### config.mk
export PLATFORM = sky130hd
export DESIGN_NAME = seq_substantivo
export DESIGN_NICKNAME = d
export VERILOG_FILES = /design/src/rtl/seq_substantivo.sv
export SDC_FILE = /design/constraint.sdc
export NUM_CORES = 1
export LEC_CHECK = 0
export CORE_ASPECT_RATIO = 0.5
export CORE_MARGIN = 1.5
export CORE_UTILIZATION = 53
export DETAILED_ROUTE_END_ITERATION = 8
export GPL_TIMING_DRIVEN = 0
export PLACE_DENSITY = 0.84
export SETUP_SLACK_MARGIN = 0.4
export SYNTH_ARGS = -nofsm -noshare
export SYNTH_HDL_FRONTEND = slang
export SYNTH_SLANG_ARGS = --single-unit
### constraint.sdc
create_clock -name clock -period 2.8 [get_ports clock]
set_input_delay 0.56 -clock clock [delete_from_list [all_inputs] [get_ports clock]]
set_output_delay 0.56 -clock clock [all_outputs]
set_load 0.02 [all_outputs]
### src/rtl/seq_substantivo.sv
// seq_substantivo: noun-phrase sequence checker; classifies word codes, counts them and flags well-formed ends or rejections.
module seq_substantivo (
  input  logic       clock,
  input  logic       reset,
  input  logic       start,
  input  logic [3:0] code_in,
  input  logic       code_valid,
  output logic       code_ready,
  output logic       busy,
  output logic       fim,
  output logic       erro,
  output logic [2:0] state,
  output logic [3:0] cnt_concreto,
  output logic [3:0] cnt_abstrato,
  output logic [3:0] cnt_nomep,
  output logic [4:0] total
);
  typedef enum logic [2:0] {
    IDLE = 3'b000, WAIT = 3'b001, CONC = 3'b010, ABST = 3'b011,
    PROP = 3'b100, DONE = 3'b101, ERR = 3'b110
  } state_t;
  localparam logic [3:0] CONCRETO = 4'b0111;
  localparam logic [3:0] ABSTRATO = 4'b1001;
  localparam logic [3:0] NOMEP    = 4'b1010;
  localparam logic [3:0] NOTA_INV = 4'b1100;
  state_t     r_state;
  logic [3:0] r_cc, r_ca, r_cn, r_tmo;
  logic [4:0] r_tot;
  logic       w_c, w_a, w_n, w_ni, w_acc, w_long;
  state_t     w_adv;
  assign w_c  = code_in == CONCRETO;
  assign w_a  = code_in == ABSTRATO;
  assign w_n  = code_in == NOMEP;
  assign w_ni = code_in == NOTA_INV;
  assign code_ready = r_state inside {WAIT, CONC, ABST, PROP};
  assign busy  = code_ready;
  assign fim   = r_state == DONE;
  assign erro  = r_state == ERR;
  assign state = r_state;
  assign cnt_concreto = r_cc;
  assign cnt_abstrato = r_ca;
  assign cnt_nomep    = r_cn;
  assign total        = r_tot;
  assign w_acc  = code_valid && code_ready;
  // total already at 16 means this word would be the 17th
  assign w_long = (r_tot >= 5'd16) && !w_ni;
  // word order is concrete -> abstract -> proper; anything going backwards is rejected
  always_comb
    w_adv = w_ni ? ((r_state == WAIT) ? ERR : DONE)
          : w_n  ? PROP
          : (w_a && r_state != PROP) ? ABST
          : (w_c && (r_state == WAIT || r_state == CONC)) ? CONC
          : ERR;
  always_ff @(posedge clock) begin
    if (reset) begin
      r_state <= IDLE;
      r_cc    <= '0;
      r_ca    <= '0;
      r_cn    <= '0;
      r_tot   <= '0;
      r_tmo   <= '0;
    end else if (r_state == IDLE || r_state == ERR) begin
      if (start) begin
        r_state <= WAIT;
        r_cc    <= '0;
        r_ca    <= '0;
        r_cn    <= '0;
        r_tot   <= '0;
        r_tmo   <= '0;
      end
    end else if (r_state == DONE) begin
      r_state <= IDLE;
    end else if (w_acc) begin
      r_state <= w_long ? ERR : w_adv;
      r_tmo   <= '0;
      r_tot   <= (r_tot == 5'd31) ? r_tot : r_tot + 5'd1;
      if (w_c && r_cc != 4'd15) r_cc <= r_cc + 4'd1;
      if (w_a && r_ca != 4'd15) r_ca <= r_ca + 4'd1;
      if (w_n && r_cn != 4'd15) r_cn <= r_cn + 4'd1;
    end else begin
      r_tmo <= r_tmo + 4'd1;
      if (r_tmo == 4'd15) r_state <= ERR;
    end
  end
endmodule

**Yosys cells after proc, flatten, opt, wreduce, memory -nomap -nowiden**

Index checks and enable logic that the tools add are counted.

- Add/sub/neg operators: 5
- $mul: 0
- Divide/modulo/power cells: 0
- $lt $le $gt $ge: 1
- Equality and inequality tests: 19
- Shift operators: 0
- Mux-type cells: 32
- Bitwise logic cells: 0
- Reductions and logical operators: 23

Operators by type and width:

| cell | count |
|---|---|
| 4-bit 2-to-1 mux | 16 |
| 3-bit 2-to-1 mux | 10 |
| 5-bit 2-to-1 mux | 5 |
| 4-bit by 1-bit adder with 4-bit output, second input constant | 4 |
| 4-bit equality test, second input constant | 4 |
| 4-bit AND reduction | 4 |
| 4-bit != test, second input constant | 3 |
| 3-bit equality test, second input constant | 3 |
| 2-bit nonzero test | 4 |
| 4-bit nonzero test | 2 |
| 1-bit logical AND | 7 |
| 3-bit by 2-bit equality test with 1-bit output, second input constant | 2 |
| 5-bit by 1-bit adder with 5-bit output, second input constant | 1 |
| 5-bit equality test, second input constant | 1 |
| 5-bit >= comparator, second input constant | 1 |
| 4-bit by 3-bit equality test with 1-bit output, second input constant | 1 |
| 2-bit != test, second input constant | 2 |
| 2-bit AND reduction | 2 |
| 3-bit by 1-bit equality test with 1-bit output, second input constant | 1 |
| 3-bit logical NOT | 1 |
| 3-bit != test, second input constant | 1 |
| 1-bit logical OR | 2 |
| 2-bit 2-to-1 mux | 1 |
| 2-bit by 1-bit != test with 1-bit output, second input constant | 1 |
| 1-bit logical NOT | 1 |

- Bits in registers: 24
- Bits in latches: 0
- RAM bits: 0
- Bits in read-only memories: 0
- Bits of input ports: 8
- Output and inout port bits: 24
- Logic and storage cells: 86
- Memories kept: 0

**Depth between registers and ports, before layout**

Gate-level depths: netlist of run 1.

- Depth in word-level cells: 11
- Depth in mapped cells: 7
- Depth with buffers taken out: 7

**Worst setup path after synthesis of run 1**

OpenSTA, ideal clock, no wires.

- Path type: register -> output
- From: register r_state[0], in the netlist state[0]
- To: output port code_ready
- Data arrival time: 1.447 ns
- Required time: 2.240 ns
- Slack: 0.793 ns
- Cell stages (with the launch flop): 6
- Buffers on the path: 3
- Cells stage by stage: dfxtp_1 buf_2 clkbuf_1 o21ai_0 and2_1 buf_4

- Longest elaborated chain between the ends: 2
- Elaborated cells on any way between the ends: 5
- Classes of those cells: eq/ne: 4; reduce/logical: 1

RTL lines:

| what | RTL line | text |
|---|---|---|
| start: declaration | 26 | `state_t r_state;` |
| start signal: assignment | 74 | `r_state <= w_long ? ERR : w_adv;` |
| 3-bit by 1-bit equality test with 1-bit output (tied with other cells) | 35 | `assign code_ready = r_state inside {WAIT, CONC, ABST, PROP};` |
| 4-bit nonzero test * | 35 |  |
| end: declaration | 8 | `output logic code_ready,` |

Every way passes the cells marked *; elsewhere a longest branch is shown, timed or not.

**Worst setup path after layout of run 1**

- From: register r_state[2], in the netlist state[2]
- To: output port erro

- Longest elaborated chain between the ends: 1

RTL lines:

| what | RTL line | text |
|---|---|---|
| 3-bit equality test | 38 | `assign erro = r_state == ERR;` |
| end: declaration | 11 | `output logic erro,` |

No other way between the ends.

==> results.toml, run 1 <==
[outcome]
result_of_the_run = "finished clean"

[routing]
drc = 0
drt_iter0_drc = 123
num_vias = 1385
drt.antenna.violating_nets = 0
detail_route.vias_per_cell = 5.82
drt-total-wl_um = 3410
drt_first_pass_iters = 4
post_drt_wl_per_cell_um = 14.3

[finish]
share_of_post_route_cells_with_drive_strength_above_1 = 0.0739
antenna_cells = 0
finish.net_count = 218
num-fill-cells = 163
area_growth_syn_to_layout_pct = 30.7

[timing]
max_freq_ghz = 0.442
max_slew.worst_pin.slew_ns = 0.639
holdWs_ns = 0.504
fin_worst_skew_ns = 0.00570
layout_setup_ws_ns = 0.535
slew-limit-headroom = 0.573
final_setup_vio_count = 0
rsz_0062_raised_after_global_routing = "false"
period_minus_slack_ns = 2.26
fin_setup_tns_ns = 0
hold_viol = 0
finalMaxSlewViolations = 0
layout_worst_path_cycle_share = 0.809

[pwr]
sequentialPowerShare = 0.285
pwr-share-comb = 0.518
clkPwrFrac = 0.198
vdd.ir_drop.worst_uv = 415
power.density_mw_per_mm2 = 859
switching_share = 0.429
power.leakage_nw = 0.683
net-switching-power_mw = 0.662
power_report.internal_total_mw = 0.880

[critical_path]
worst_r2r_path_depth = 7
critPathSlowestCell = "clkdlybuf4s50_1"
critical_path.max_stage_delay_ns = 0.61
timing.critical_path.cells = "clkbuf_4, nand2_1, nor2_1, clkdlybuf4s50_1"
critical_path_depth = 4
worst-path-buf-inv = 2
setup.worst_path.class = "reg2out"
worst_ep_required_time_ns = 2.24
worst-path-max-fanout = 10
critPathTopFamily = "buffers and inverters"
startpoint_type = "register"
setup.worst_path.end_class = "primary output"
worst_ep_arrival_time_ns = 1.70

[worst_hold_path]
hold-path-cell-count = 2
timing.hold.worst.class = "reg2reg"

[clock_network]
ctsHoldBuffers = 0
clock-root-buffer = "clkbuf_8"
cts_max_level = 1
clkSlewWorstSetupHoldPaths_ns = 0.09
cts_buffers = 3
tritoncts = "done"
clock_sinks = 24
clock_latency_ns = 0.27
ctsLongestPathBuffers = 2

[global_routing]
gr-usage-met2 = 0.420
initial_antenna_violation_count = 0
grt_first_pass_wirelength_um = 5420
number_of_global_route_vias_before_repair = 1192
globalRoute.busiestLayer = "met2"
grt.total_usage = 0.256
groute.layer.met1.usage = 0.333
grt_use_met3 = 0.0677
grt_start_max_net_pins = 15
global_route.overflow_total = 0

[logic_synthesis]
postSynth.asyncResetShare = 0
seq_area_frac_synth = 0.350
yosys_warnings = 0
mappedNetlistNets = 183
synth-edff-count = 0
synth_cells = 169
netlist-cell-type-count = 37
post_synth_instance_area_sq_mm = 0.00137
ys_ff_latch = 24
yosys_most_used_dff = "dfxtp_1"
syn_avg_cell_area_sq_um = 8.13

[floorplan]
top_level_ports = 32
rows = 12
die_area_sq_mm = 0.00293
die_height_um = 39
die_w_um = 75
coreArea_sq_mm = 0.00233
initial_core_util = 0.590

[place]
buffer_ports.inserted = 30
post-dp-hpwl_um = 2560
place_worst_setup_slack_ns = 0.280
finalWeightedCongestion = 0.906

[run]
max-cap-violations = 0
-- routing by layer --
layer | part of all wire | wire length, um | vias to the layer above
met5 | 0 | 0 | -
met4 | 0.011 | 38 | 0
met3 | 0.052 | 177 | 6
met2 | 0.46 | 1570 | 37
met1 | 0.48 | 1630 | 643
li1 | - | - | 699
-- final timing paths --
check	startpoint	endpoint	slack [ns]
hold reg to reg	cnt_abstrato[3]	cnt_abstrato[3]	0.50
hold / removal	cnt_abstrato[3]	cnt_abstrato[3]	0.50
setup / recovery	state[2]	erro	0.54
setup reg to reg	total[0]	total[3]	0.90
-- cell usage in the layout (no fill, tap or decap), drive strengths merged, types with 3 or more instances in the layout --
cell           netlist  final
inv                  3      3
nand3               12     12
buf                  7      5
ha                   6      6
dfxtp               24     24
clkdlybuf4s50        0     27
o21ai                8      8
and3                 4      4
a21oi               14     14
or3                  9      9
nand4                9      9
o22ai                3      3
nand2               14     14
nor2                11     11
a31oi                3      3
clkbuf               2      8
xor2                 6      6
nor3                 7      7
nand2b               5      5
-- per-stage QoR --
step | total power [mW] | instances | utilization | area (sq um)
2_1_floorplan | 0.979 | 169 | - | 1370
3_3_place_gp | 1.22 | 234 | 0.738 | 1720
3_5_place_dp | 1.24 | 234 | 0.738 | 1720
4_1_cts | 1.53 | 238 | 0.768 | 1790
5_1_grt | 1.64 | 238 | 0.772 | 1800
6_report | 1.54 | 238 | 0.772 | 1800
-- final cells by class --
cell class                      count  area, sq um  share of cell area
Buffer                              9         52.6              0.0293
Clock buffer                        3         41.3              0.0230
Clock inverter                      1         30.0              0.0167
Inverter                            3         11.3             0.00627
Multi-Input combinational cell    133          838               0.467
Sequential cell                    24          482               0.268
Tap cell                           35         43.8              0.0244
Timing Repair Buffer               30          297               0.165
-- cells by family (layout without fill, tap and decap cells) --
logic type                 count (synthesis)  after routing  synth area share
adders and majority gates                  6              6            0.0546
and+or+nand+nor                           79             79             0.308
DFF                                       24             24             0.350
xor gates and xnor gates                   8              8            0.0510
buffers and inverters                     12             46            0.0401
muxes                                      2              2            0.0146
AOI/OAI and AO/OA                         38             38             0.182
-- tightest hold or removal path: stages, from the launching register on --
cell and delay (ns):
dfxtp_1 0.33, o21ai_0 0.07, a21oi_1 0.06
-- power groups by stage --
stage               Clock [mW]  Sequential (mW)  Combinational (mW)
floorplan                    0            0.478               0.501
global placement             0            0.441               0.777
detailed placement           0            0.444               0.800
CTS                      0.311            0.437               0.787
global route             0.321            0.445               0.872
finish                   0.305            0.439               0.798
-- cell usage after synthesis, types with 2 or more instances --
library cell,instances,area [sq um]
clkbuf_1,2,7.51
ha_1,6,75.1
a31oi_1,3,18.8
o32ai_1,2,17.5
buf_2,5,25.0
o22ai_1,3,18.8
a211o_1,2,17.5
dfxtp_1,24,480
a21oi_1,14,70.1
nand2b_1,5,31.3
xor2_1,6,52.6
nand3_1,12,60.1
and2_1,2,12.5
nand4_1,9,56.3
nand4bb_1,2,22.5
inv_1,3,11.3
xnor2_1,2,17.5
mux2i_1,2,20.0
and3_1,4,25.0
nor3_1,7,35.0
nor2_1,11,41.3
nand2_1,14,52.6
o21ai_0,7,35.0
or3_1,9,56.3
-- registers in the layout (all words and copies together), names as in the netlist --
name / count
cnt_abstrato: 4
cnt_nomep: 4
total: 5
cnt_concreto: 4
r_tmo: 4
state: 3
-- what timing repair did --
action                     CTS  global route
setup endpoints to repair    2             3
cloned                       0             0
gates resized for setup      3             8
setup buffers                0             0
Power figures use the tool's default switching activity.
==> inputs of run 2 (changes only) <==
--- a/config.mk
+++ b/config.mk
@@ -7,10 +7,10 @@
 export LEC_CHECK = 0
 export CORE_ASPECT_RATIO = 0.5
 export CORE_MARGIN = 1.5
-export CORE_UTILIZATION = 53
+export CORE_UTILIZATION = 44
 export DETAILED_ROUTE_END_ITERATION = 8
 export GPL_TIMING_DRIVEN = 0
-export PLACE_DENSITY = 0.84
+export PLACE_DENSITY = 0.75
 export SETUP_SLACK_MARGIN = 0.4
 export SYNTH_ARGS = -nofsm -noshare
 export SYNTH_HDL_FRONTEND = slang
==> constraint.sdc (replaced) <==
create_clock -name clock -period 1.88 [get_ports clock]
set_input_delay 0.376 -clock clock [delete_from_list [all_inputs] [get_ports clock]]
set_output_delay 0.376 -clock clock [all_outputs]
set_load 0.02 [all_outputs]
==> run 2 against run 1 <==
The flow now finishes with violations (setup timing). Wire length increased by 52%. Register-to-register slack got worse by 0.85 ns. Hold slack got worse by 0.021 ns. Critical path type unchanged. Largest power group unchanged.
==> results.toml, run 2 (synthesis gave the netlist of run 1 again) <==
[critical_path]
worst_r2r_path_depth = 8
worst-path-max-fanout = 4
setup.worst_path.class = "reg2out"
startpoint_type = "register"
worst_ep_required_time_ns = 1.50
worst-r2r-setup-slack_ns = 0.05
worst_ep_arrival_time_ns = 1.51
setup.worst_path.end_class = "primary output"

[global_routing]
initial_antenna_violation_count = 0
grt_first_pass_wirelength_um = 7460
grt.total_usage = 0.284
global_route.overflow_total = 0
globalRoute.busiestLayer = "met2"
grt_start_max_net_pins = 15
groute.layer.met1.usage = 0.379
gr-usage-met2 = 0.469
number_of_global_route_vias_before_repair = 1539
grt_use_met3 = 0.0565

[finish]
layout_commonest_cell = "dlygate4sd2_1"
area_growth_syn_to_layout_pct = 80.3
final-instance-count-excl-fill = 272
layout.cell_area.non_filler_sq_mm = 0.00248
antenna_cells = 0
finish.net_count = 247
share_of_post_route_cells_with_drive_strength_above_1 = 0.478
largest_register_ffs = 5
num-fill-cells = 175
layout.cells.most_common_list = "dlygate4sd2_1 (22), buf_4 (19), buf_6 (16)"

[clock_network]
ctsLongestPathBuffers = 2
tritoncts = "done"
clock-root-buffer = "clkbuf_8"
cts_max_level = 1
ctsHoldBuffers = 0
clock_sinks = 24
cts_buffers = 3
clkSlewWorstSetupHoldPaths_ns = 0.09
clock_latency_ns = 0.28

[pwr]
switching_share = 0.429
clkPwrFrac = 0.117
power.leakage_nw = 0.999
sequentialPowerShare = 0.191
net-switching-power_mw = 1.52
power.density_mw_per_mm2 = 1430
vdd.ir_drop.worst_uv = 968
power_report.internal_total_mw = 2.02
pwr-share-comb = 0.692

[floorplan]
die_w_um = 82.0
coreArea_sq_mm = 0.00300
die_height_um = 42.5
initial_core_util = 0.459
rows = 14
top_level_ports = 32
die_area_sq_mm = 0.00349

[routing]
drt_iter0_drc = 98
drt-total-wl_um = 5180
post_drt_wl_per_cell_um = 19.0
detail_route.vias_per_cell = 6.03
num_vias = 1641
drt_first_pass_iters = 4
drt.antenna.violating_nets = 0
drc = 0

[timing]
slew-limit-headroom = 0.583
period_minus_slack_ns = 1.89
layout_setup_ws_ns = -0.00693
max_freq_ghz = 0.530
holdWs_ns = 0.483
fin_worst_skew_ns = 0.00672
layout_worst_path_cycle_share = 1.00
final_setup_vio_count = 1
max_slew.worst_pin.slew_ns = 0.626
rsz_0062_raised_after_global_routing = "true"
finalMaxSlewViolations = 0
hold_viol = 0

[place]
place_worst_setup_slack_ns = -0.424
buffer_ports.inserted = 30
placedInstanceArea_sq_mm = 0.00187
placedCellCount = 239
finalWeightedCongestion = 0.892
post-dp-hpwl_um = 2640

[worst_hold_path]
hold-path-cell-count = 2
timing.hold.worst.class = "reg2reg"

[run]
max-cap-violations = 0

[outcome]
failed_checks = "setup timing"
result_of_the_run = "complete, but fails checks"
run 2: area by class of cell:
type,count,area (sq um),share of cell area
repair buffers,59,526,0.212
multi-input cells,133,1220,0.493
clock buffers,4,66.3,0.0268
inverters,3,11.3,0.00455
flip-flops and latches,24,505,0.204
plain buffers,9,96.3,0.0389
well taps,40,50.0,0.0202
run 2: layer usage:
metal / wire length (um) / vias up
met5: 0 / -
met4: 115 / 0
met3: 360 / 16
met2: 2460 / 73
met1: 2250 / 798
li1: - / 754
run 2: what timing repair did:
item	4_1_cts	5_1_grt
setup endpoints to repair	48	31
buffers inserted	19	9
gates cloned	1	0
gates resized for setup	94	35
pin swaps	15	20
run 2: critical path, cell delays in order (launching register included):
cell and delay [ns]:
dfxtp_4 0.36, buf_8 0.12, or3_4 0.36, and2_4 0.18, buf_6 0.11, buf_6 0.12
run 2: path summary, 6_finish.rpt:
check / from / endpoint
worst min-delay path: cnt_abstrato[0] / cnt_abstrato[0]
worst min register to register: cnt_abstrato[0] / cnt_abstrato[0]
worst max-delay path: state[0] / code_ready
worst max register to register: state[2] / cnt_abstrato[3]
run 2: power by group through the flow:
| stage | clock [mW] | sequential, mW | combinational (mW) |
|---|---|---|---|
| CTS | 0.414 | 0.668 | 1.98 |
| finish | 0.414 | 0.674 | 2.44 |
| detailed placement | 0 | 0.697 | 1.36 |
| floorplan | 0 | 0.746 | 0.903 |
| global route | 0.442 | 0.685 | 2.55 |
| global placement | 0 | 0.691 | 1.33 |
run 2: through the flow:
step                       TNS, ns  utilization  power, mW
after floorplan                  0            -       1.65
after global placement       -6.53        0.623       2.02
after detailed placement     -7.01        0.623       2.06
after CTS                        0        0.756       3.06
after global routing       -0.0363        0.827       3.67
final                     -0.00693        0.827       3.53
==> inputs of run 3 (changes only) <==
--- a/config.mk
+++ b/config.mk
@@ -12,6 +12,7 @@
 export GPL_TIMING_DRIVEN = 0
 export PLACE_DENSITY = 0.75
 export SETUP_SLACK_MARGIN = 0.4
+export SKIP_LAST_GASP = 1
 export SYNTH_ARGS = -nofsm -noshare
 export SYNTH_HDL_FRONTEND = slang
 export SYNTH_SLANG_ARGS = --single-unit
==> run 3 against run 2 <==
The run still ends with setup timing left. Critical path depth is the same. Clock skew shrank 0.0018 ns. Core utilization shrank 0.71 points. Register-to-register slack is essentially flat. Sequential power is essentially flat. Combinational power is essentially flat. Cell count grew 0.37%. Non-clock buffer count is the same. Sequential share of layout area grew 0.18 points. Maximum frequency shrank 0.11%. Flip-flop and latch count is the same.
==> results.toml, run 3 (synthesis gave the netlist of run 1 again) <==
[outcome]
result_of_the_run = "complete, but fails checks"
failed_checks = "setup timing"

[timing]
slew-limit-headroom = 0.591
period_minus_slack_ns = 1.89
layout_setup_ws_ns = -0.00902
hold_viol = 0
max_freq_ghz = 0.529
finalMaxSlewViolations = 0
final_setup_vio_count = 1
rsz_0062_raised_after_global_routing = "true"
fin_worst_skew_ns = 0.00489
layout_worst_path_cycle_share = 1.00
fin_setup_tns_ns = -0.00902
max_slew.worst_pin.slew_ns = 0.613

[floorplan]
die_w_um = 82.0
die_area_sq_mm = 0.00349
coreArea_sq_mm = 0.00300
rows = 14
top_level_ports = 32
die_height_um = 42.5
initial_core_util = 0.459

[clock_network]
tritoncts = "done"
clock_latency_ns = 0.27
clock_sinks = 24
cts_buffers = 3
cts_max_level = 1
clock-root-buffer = "clkbuf_8"
clkSlewWorstSetupHoldPaths_ns = 0.09
ctsLongestPathBuffers = 2

[place]
finalWeightedCongestion = 0.892
place_worst_setup_slack_ns = -0.424
post-dp-hpwl_um = 2640
placedCellCount = 239
buffer_ports.inserted = 30

[pwr]
vdd.ir_drop.worst_uv = 1020
power.density_mw_per_mm2 = 1430
power.leakage_nw = 0.993

[finish]
layout.cells.most_common_list = "dlygate4sd2_1 (22), buf_4 (20), buf_6 (15)"
largest_register_ffs = 5
finish.net_count = 247
final-instance-count-excl-fill = 273
area_growth_syn_to_layout_pct = 78.8
share_of_post_route_cells_with_drive_strength_above_1 = 0.470
layout_commonest_cell = "dlygate4sd2_1"

[routing]
detail_route.vias_per_cell = 6.26
num_vias = 1708
dr_wl_met3_um = 384
drt_first_pass_iters = 4
routedLengthMet1_um = 2350
post_drt_wl_per_cell_um = 20.6
top_layer = "met4"
drt.antenna.violating_nets = 0
drc = 0
drt-total-wl_um = 5630
met2RoutedLength_um = 2730
drt_iter0_drc = 185

[critical_path]
worst_ep_required_time_ns = 1.50
worst-path-max-fanout = 3
startpoint_type = "register"
setup.worst_path.class = "reg2out"
setup.worst_path.end_class = "primary output"
worst_ep_arrival_time_ns = 1.51

[run]
max-cap-violations = 0

[global_routing]
initial_antenna_violation_count = 1
grt_start_max_net_pins = 15
global_route.overflow_total = 0
grt_first_pass_wirelength_um = 7460
grt.total_usage = 0.284
number_of_global_route_vias_before_repair = 1539

[worst_hold_path]
timing.hold.worst.class = "reg2reg"
-- run 3: changes by cell type in the layout (fill, tap and decap cells not counted), sizes merged --
cell,previous run,this run
diode,0,1
-- run 3: layout make-up --
type	count	area (sq um)
Buffer	9	96.3
Timing Repair Buffer	59	522
Clock buffer	4	66.3
Tap cell	40	50.0
Antenna cell	1	2.50
Fill cell	171	539
Sequential cell	24	505
Inverter	3	11.3
Multi-Input combinational cell	133	1200
-- run 3: repair_timing --
item                                   4_1_cts  5_1_grt
setup buffers                               19        9
resized for setup                           94       30
pin swaps                                   15       20
gates cloned                                 1        0
setup endpoints to repair                   48       31
hold buffers                                 0        0
endpoints found under the hold margin        0        0
-- run 3: where the power goes --
group / internal (mW) / switching [mW] / leakage, nW / total (mW)
clock: 0.232 / 0.183 / 0.0339 / 0.414
combinational: 1.16 / 1.26 / 0.758 / 2.42
sequential: 0.597 / 0.0770 / 0.201 / 0.674
total: 1.99 / 1.52 / 0.993 / 3.50
-- run 3: path summary, 6_finish.rpt --
kind         slack (ns)  cells after the start               to            start
max              -0.009                      5       code_ready         state[1]
min                0.48                      2  cnt_abstrato[0]  cnt_abstrato[0]
max reg2reg        0.04                      8  cnt_abstrato[3]         state[2]
min reg2reg        0.48                      2  cnt_abstrato[0]  cnt_abstrato[0]
-- run 3: worst max-delay path: stages (launching register included) --
cell     delay, ns
dfxtp_4       0.36
buf_6         0.11
or3_4         0.38
and2_4        0.18
buf_6         0.11
buf_6         0.12
-- run 3: through the flow --
| stage | cell area, sq um | util | power [mW] | hold WS, ns |
|---|---|---|---|---|
| finish | 2460 | 0.820 | 3.50 | 0.484 |
| global route | 2460 | 0.820 | 3.64 | 0.511 |
| CTS | 2270 | 0.756 | 3.06 | 0.481 |
| detailed placement | 1870 | 0.623 | 2.06 | 0.470 |
| global placement | 1870 | 0.623 | 2.02 | 0.460 |
| floorplan | 1520 | - | 1.65 | 0.466 |
-- run 3: layer usage --
layer,up-vias,track usage
met4,0,0.0746
met2,98,0.469
met5,-,0
met3,22,0.0565
li1,754,-
met1,834,0.379
==> RTL change 1, RTL diff (flow settings as in run 2) <==
Put a register stage on the output `erro`, without a reset. The value now appears one clock later. The other outputs are not delayed to match.
--- a/src/rtl/seq_substantivo.sv
+++ b/src/rtl/seq_substantivo.sv
@@ -35,7 +35,9 @@
   assign code_ready = r_state inside {WAIT, CONC, ABST, PROP};
   assign busy  = code_ready;
   assign fim   = r_state == DONE;
-  assign erro  = r_state == ERR;
+  always_ff @(posedge clock) begin
+    erro <= r_state == ERR;
+  end
   assign state = r_state;
   assign cnt_concreto = r_cc;
   assign cnt_abstrato = r_ca;
Function: changed (a bounded check fails within 4 cycles, from zero or initial values and one cycle with reset high).
==> RTL change 1 against run 2 <==
Setup slack improved by 130 ps. Final cell count grew 2.6%. Synthesized area grew 9.9%. Design area decreased by 1.5%. Wire length fell by 7.2%. Utilization is 4.9 points lower. Sequential cell count increased by 1. Critical path depth is 2 higher. Via count is 1.0% higher. Critical path type is now register to register. Critical endpoint is now total[4]$_SDFFE_PP0P_.
Power is not compared: it rests on default switching activity, and its combinational part moved more than twofold at a synthesized area within 25%.
==> RTL change 1: results (changes against run 2) <==
- For this design the static power due to leakage is 0.978 nW.
- The buffer depth of the longest clock path is 2 (unchanged).
- The min-delay analysis places its worst path in the category register to register.
- The via total after detailed routing was 1658 (+1.0%).
- The number of distinct library cells after synthesis is 48 (+30%).
- By count the netlist is led by dfxtp_1, nor2_1, nand2_1.
- The signal arrival time at the worst endpoint is 1970 ps (+460 ps).
- The post-CTS repair timing setup buffer count is 17 (-2).
- The arithmetic-cell share of the synthesized area counting full adders, half adders and majority gates is 0.0497 (-0.00493).
- The critical path's top delay family is simple AND/OR/NAND/NOR gates.
- In this run the clock root is driven by a clkbuf_8.
- The worst slew margin relative to its limit is 0.545 (-0.0375).
- In this run the power spent charging and discharging nets is 758 uW.
- The H-tree depth was 1 (unchanged).
- The placed standard-cell area is 1900 um^2 (+1.9%).
- Sorting the synthesized cells by area gives the leading types as dfxtp_1, a21oi_1, ha_1.
- The total track usage is 0.244 (-0.0409).
- The total of buffers placed on input and output ports is 30 (unchanged).
- Of the total power, the clock network draws 0.174.
- The compound-cell area share of the yosys netlist is 0.177 (-0.00485).
- The final net count is 254 (+2.8%).
- The synthesized net count is 196 (+7.1%).
- The share of final-layout standard cells stronger than drive strength 1 is 0.377 (-0.102).
- The source-to-sink clock delay at the later pin of the worst-skew pair is 280 ps (about the same).
- The placed wire-length estimate after detailed placement is 2.59 mm (-1.8%).
- The number of buffers inserted during clock tree synthesis was 3 (unchanged).
- The diode insertion count for antenna repair is 0 (unchanged).
- The via count of the first global-routing pass is 1456 (-5.4%).
- The number of standard cells in the layout, taps in and fillers out was 279 (+2.6%).
- The mean area per synthesized cell is 8.30 um^2 (+2.1%).
- The maximum number of pins on one net before global-route repair came to 16 (+1).
- The maximum fanout along the worst path is 8 (+4).
- The part of the total power dissipated in sequential elements is 0.319.
- Across the VDD grid, the largest voltage drop is 0.000569 V.
- The mux share of post-synthesis cell area was 0.0340 (+0.0194).
- The instance count after placement with tap cells included came to 252 (+5.4%).
- The share of the synthesized netlist area taken by xor and xnor gates was 0.0522 (+0.00119).
- The count of TritonRoute iterations in the first routing pass is 4 (unchanged).
- The share of synthesized area occupied by flip-flops and latches is 0.331 (-0.0183).
- The fraction of synthesis flops using an asynchronous set or reset pin came to 0 (unchanged).
- The flip-flop count of the largest register after layout came to 5 (unchanged).
- The slowest stage of the critical path belongs to the cell or3b_4.
- The largest stage delay on the critical path is 420 ps (+60 ps).
- Clock-pin slew was measured on the worst setup and hold paths at 100 ps.
- The worst-case setup slack after placement is -543 ps (-119 ps).
- The final routed wire length divided by cell count is 17.2 um (-9.5%).
- The number of DRC markers after the initial detailed-route iteration is 100 (+2.0%).
- The flow ran to the end, and the final reports show no timing, DRC or antenna violations.
- The placer congestion estimate is 0.828 (-7.1%).
- Cell internal power was estimated by the tool at 1.20 mW.
- The number of synthesis warnings is 0 (unchanged).
- The wire length of the first global-routing pass is 7.12 mm (-4.5%).
- The setup skew after layout is 5.43 ps (-1.29 ps).
- The number of antenna violations at the first check in global routing came to 0 (unchanged).
- The count of instances resized after the clock tree is built was 98 (+4.3%).
==> RTL change 1: cell count changes after synthesis, moves of 4 or more <==
cell and delta:
nor2_1 +9, nand2_1 +5, nand2b_1 -5, nand4_1 -5, buf_2 -4, nand3_1 -4
==> RTL change 1: cell families after synthesis <==
logic type | Yosys count
AOI/OAI and AO/OA | 39
buffers and inverters | 12
adders and majority gates | 6
DFF | 25
muxes | 5
xor gates and xnor gates | 9
and+or+nand+nor | 86
==> RTL change 1: final cells by class <==
type,count,area (um^2)
Tap cell,40,50.0
Buffer,9,116
Multi-Input combinational cell,145,1210
Timing Repair Buffer,53,488
Clock buffer,3,41.3
Sequential cell,25,517
Inverter,3,11.3
Clock inverter,1,7.51
Fill cell,201,696
==> RTL change 1: worst reg2reg max path, delay by kind of cell, from the launching register on <==
family / cells / cell delay, ps
compound gates: 2 / 350
xor+xnor: 1 / 210
simple gates: 2 / 550
buf+inv: 2 / 250
flops: 1 / 330
==> RTL change 1: worst paths after layout <==
| path | to | cells past startpoint | slack [ps] | startpoint |
|---|---|---|---|---|
| hold / removal | total[1]$_SDFFE_PP0P_ | 2 | 500 | total[1]$_SDFFE_PP0P_ |
| setup reg to reg | total[4]$_SDFFE_PP0P_ | 7 | 130 | state[2]$_SDFFE_PP0P_ |
| hold reg to reg | total[1]$_SDFFE_PP0P_ | 2 | 500 | total[1]$_SDFFE_PP0P_ |
| setup / recovery | total[4]$_SDFFE_PP0P_ | 7 | 130 | state[2]$_SDFFE_PP0P_ |
==> RTL change 1: layer usage <==
metal  share of wire  GRT usage  up-vias  wire length [um]
li1                -          -      779                 -
met1            0.44      0.316      801              2100
met2            0.49      0.427       66              2340
met3           0.057     0.0392       12               272
met4           0.020     0.0774        0                94
met5               0          0        -                 0
==> RTL change 2, RTL diff (config.mk and constraints of run 2) <==
Made on the original files. Make the reset (`reset`) asynchronous in one clocked block.
--- a/src/rtl/seq_substantivo.sv
+++ b/src/rtl/seq_substantivo.sv
@@ -51,7 +51,7 @@
           : (w_a && r_state != PROP) ? ABST
           : (w_c && (r_state == WAIT || r_state == CONC)) ? CONC
           : ERR;
-  always_ff @(posedge clock) begin
+  always_ff @(posedge clock or posedge reset) begin
     if (reset) begin
       r_state <= IDLE;
       r_cc    <= '0;
Behaviour: differs if reset is asserted again (counterexample within 4 cycles, from zero or initial values and one cycle with reset high); with reset held inactive, the same outputs for 10 cycles.
==> RTL change 2 against run 2 <==
The run still ends with setup timing left. Final cell count rose by 12%. Synthesized area rose by 24%. Non-clock buffer count rose by 1. Register-to-register slack got worse by 60 ps. Wire length rose by 9.4%. First-iteration DRC count rose by 22%. Design area rose by 6.9%. Total power rose by 32%. Setup slack got worse by 0.61 ps. Global-route usage fell by 5.1 points. Sequential cell count did not move. Critical path depth rose by 2. Die area rose by 22%. Maximum frequency barely moved. Critical path type is now register to register. Critical endpoint is now cnt_concreto[3]$_DFFE_PP0P_. Largest cell class unchanged.
==> RTL change 2: results (changes against run 2) <==
- The flow ran to the end, but the final reports show violations.
- The final reports fail on setup timing.
- The mean area per synthesized cell is 8.94 um^2 (+10%).
- The power consumed by sequential cells is 928 uW (+38%).
- The share of final-layout standard cells stronger than drive strength 1 came to 0.403 (-0.0753).
- For hold timing, the worst endpoint is total[0]$_DFFE_PP0P_.
- The arithmetic-cell share of the synthesized area counting full adders, half adders and majority gates came to 0.0442 (-0.0105).
- The largest individual stage delay along the critical path comes from the cell dfrtp_2.
- The power spent charging and discharging nets is 2.11 mW (+39%).
- The commonest cells after synthesis are dfrtp_1, nand2_1, o21ai_0.
- The depth of the worst register-to-register path was 7 (-1).
- The startpoint identified for the worst hold timing path is total[0]$_DFFE_PP0P_.
- The slack of the critical path is -7.54 ps (-0.609 ps).
- The via count of the first global-routing pass is 1482 (-3.7%).
- The met1 usage is 0.306 (-0.0729).
- The via total after detailed routing is 1794 (+9.3%).
- The final count of negative-setup-slack endpoints was 1 (unchanged).
- The final net count was 268 (+8.5%).
- The final routed wire length divided by cell count is 18.6 um (-2.1%).
- The compound-cell area share of the yosys netlist was 0.252 (+0.0697).
- The signal arrival time at the worst endpoint is 2100 ps (+590 ps).
- The placer congestion estimate is 0.850 (-4.7%).
- The origin of the critical flop-to-flop path is state[0]$_DFFE_PP0P_.
- The endpoint of the lowest-slack register-to-register path is cnt_concreto[3]$_DFFE_PP0P_.
- The worst-case setup slack after placement came to -251 ps (+173 ps).
## RTL change 2: cell types whose count changed in the layout (fill, tap and decap cells not counted), moves of 5 or more
cell and delta:
buf_6 -5, dfxtp_2 -8, dfxtp_1 -12, dfrtp_2 +5
nand4_1 -9, o21ai_0 +7, xor2_1 -5, buf_4 +5
dfrtp_1 +19
## RTL change 2: through the flow
step                TNS, ps  power (mW)
global route           -174        4.91
detailed placement    -1010        3.13
finish                -7.54        4.66
floorplan                 0        2.41
global placement       -869        3.07
CTS                       0        4.05
## RTL change 2: cell type report
type                       count  area [um^2]
tap                           51         63.8
fill                         225          918
timing repair buffer          59          533
clock buffer                   3         41.3
multi-input combinational    150         1240
inverter                       6         26.3
sequential                    24          607
clock inverter                 1         30.0
buffer                        10          101
## RTL change 2: repair_timing
item	in CTS	in global routing
pin swaps	15	14
buffers inserted	14	16
cloned	0	0
resized for setup	82	26
endpoints found under the setup margin	48	32
## RTL change 2: kinds of logic (layout without fill, tap and decap cells)
family | count (synthesis) | after routing
AND/OR/NAND/NOR | 80 | 80
AO/OA/AOI/OAI | 58 | 58
flip-flops | 24 | 24
buffers and inverters | 16 | 79
adder cells (fa/ha/maj) | 6 | 6
XOR/XNOR | 4 | 4
multiplexers | 2 | 2
## RTL change 2: worst max-delay path by stage
stage | endpoint | slack [ps]
2_1_floorplan | total[1]$_DFFE_PP0P_ | 160
3_3_place_gp | cnt_concreto[3]$_DFFE_PP0P_ | -180
3_5_place_dp | cnt_concreto[3]$_DFFE_PP0P_ | -250
4_1_cts | code_ready | 110
5_1_grt | cnt_concreto[3]$_DFFE_PP0P_ | -60
6_report | cnt_concreto[3]$_DFFE_PP0P_ | -8
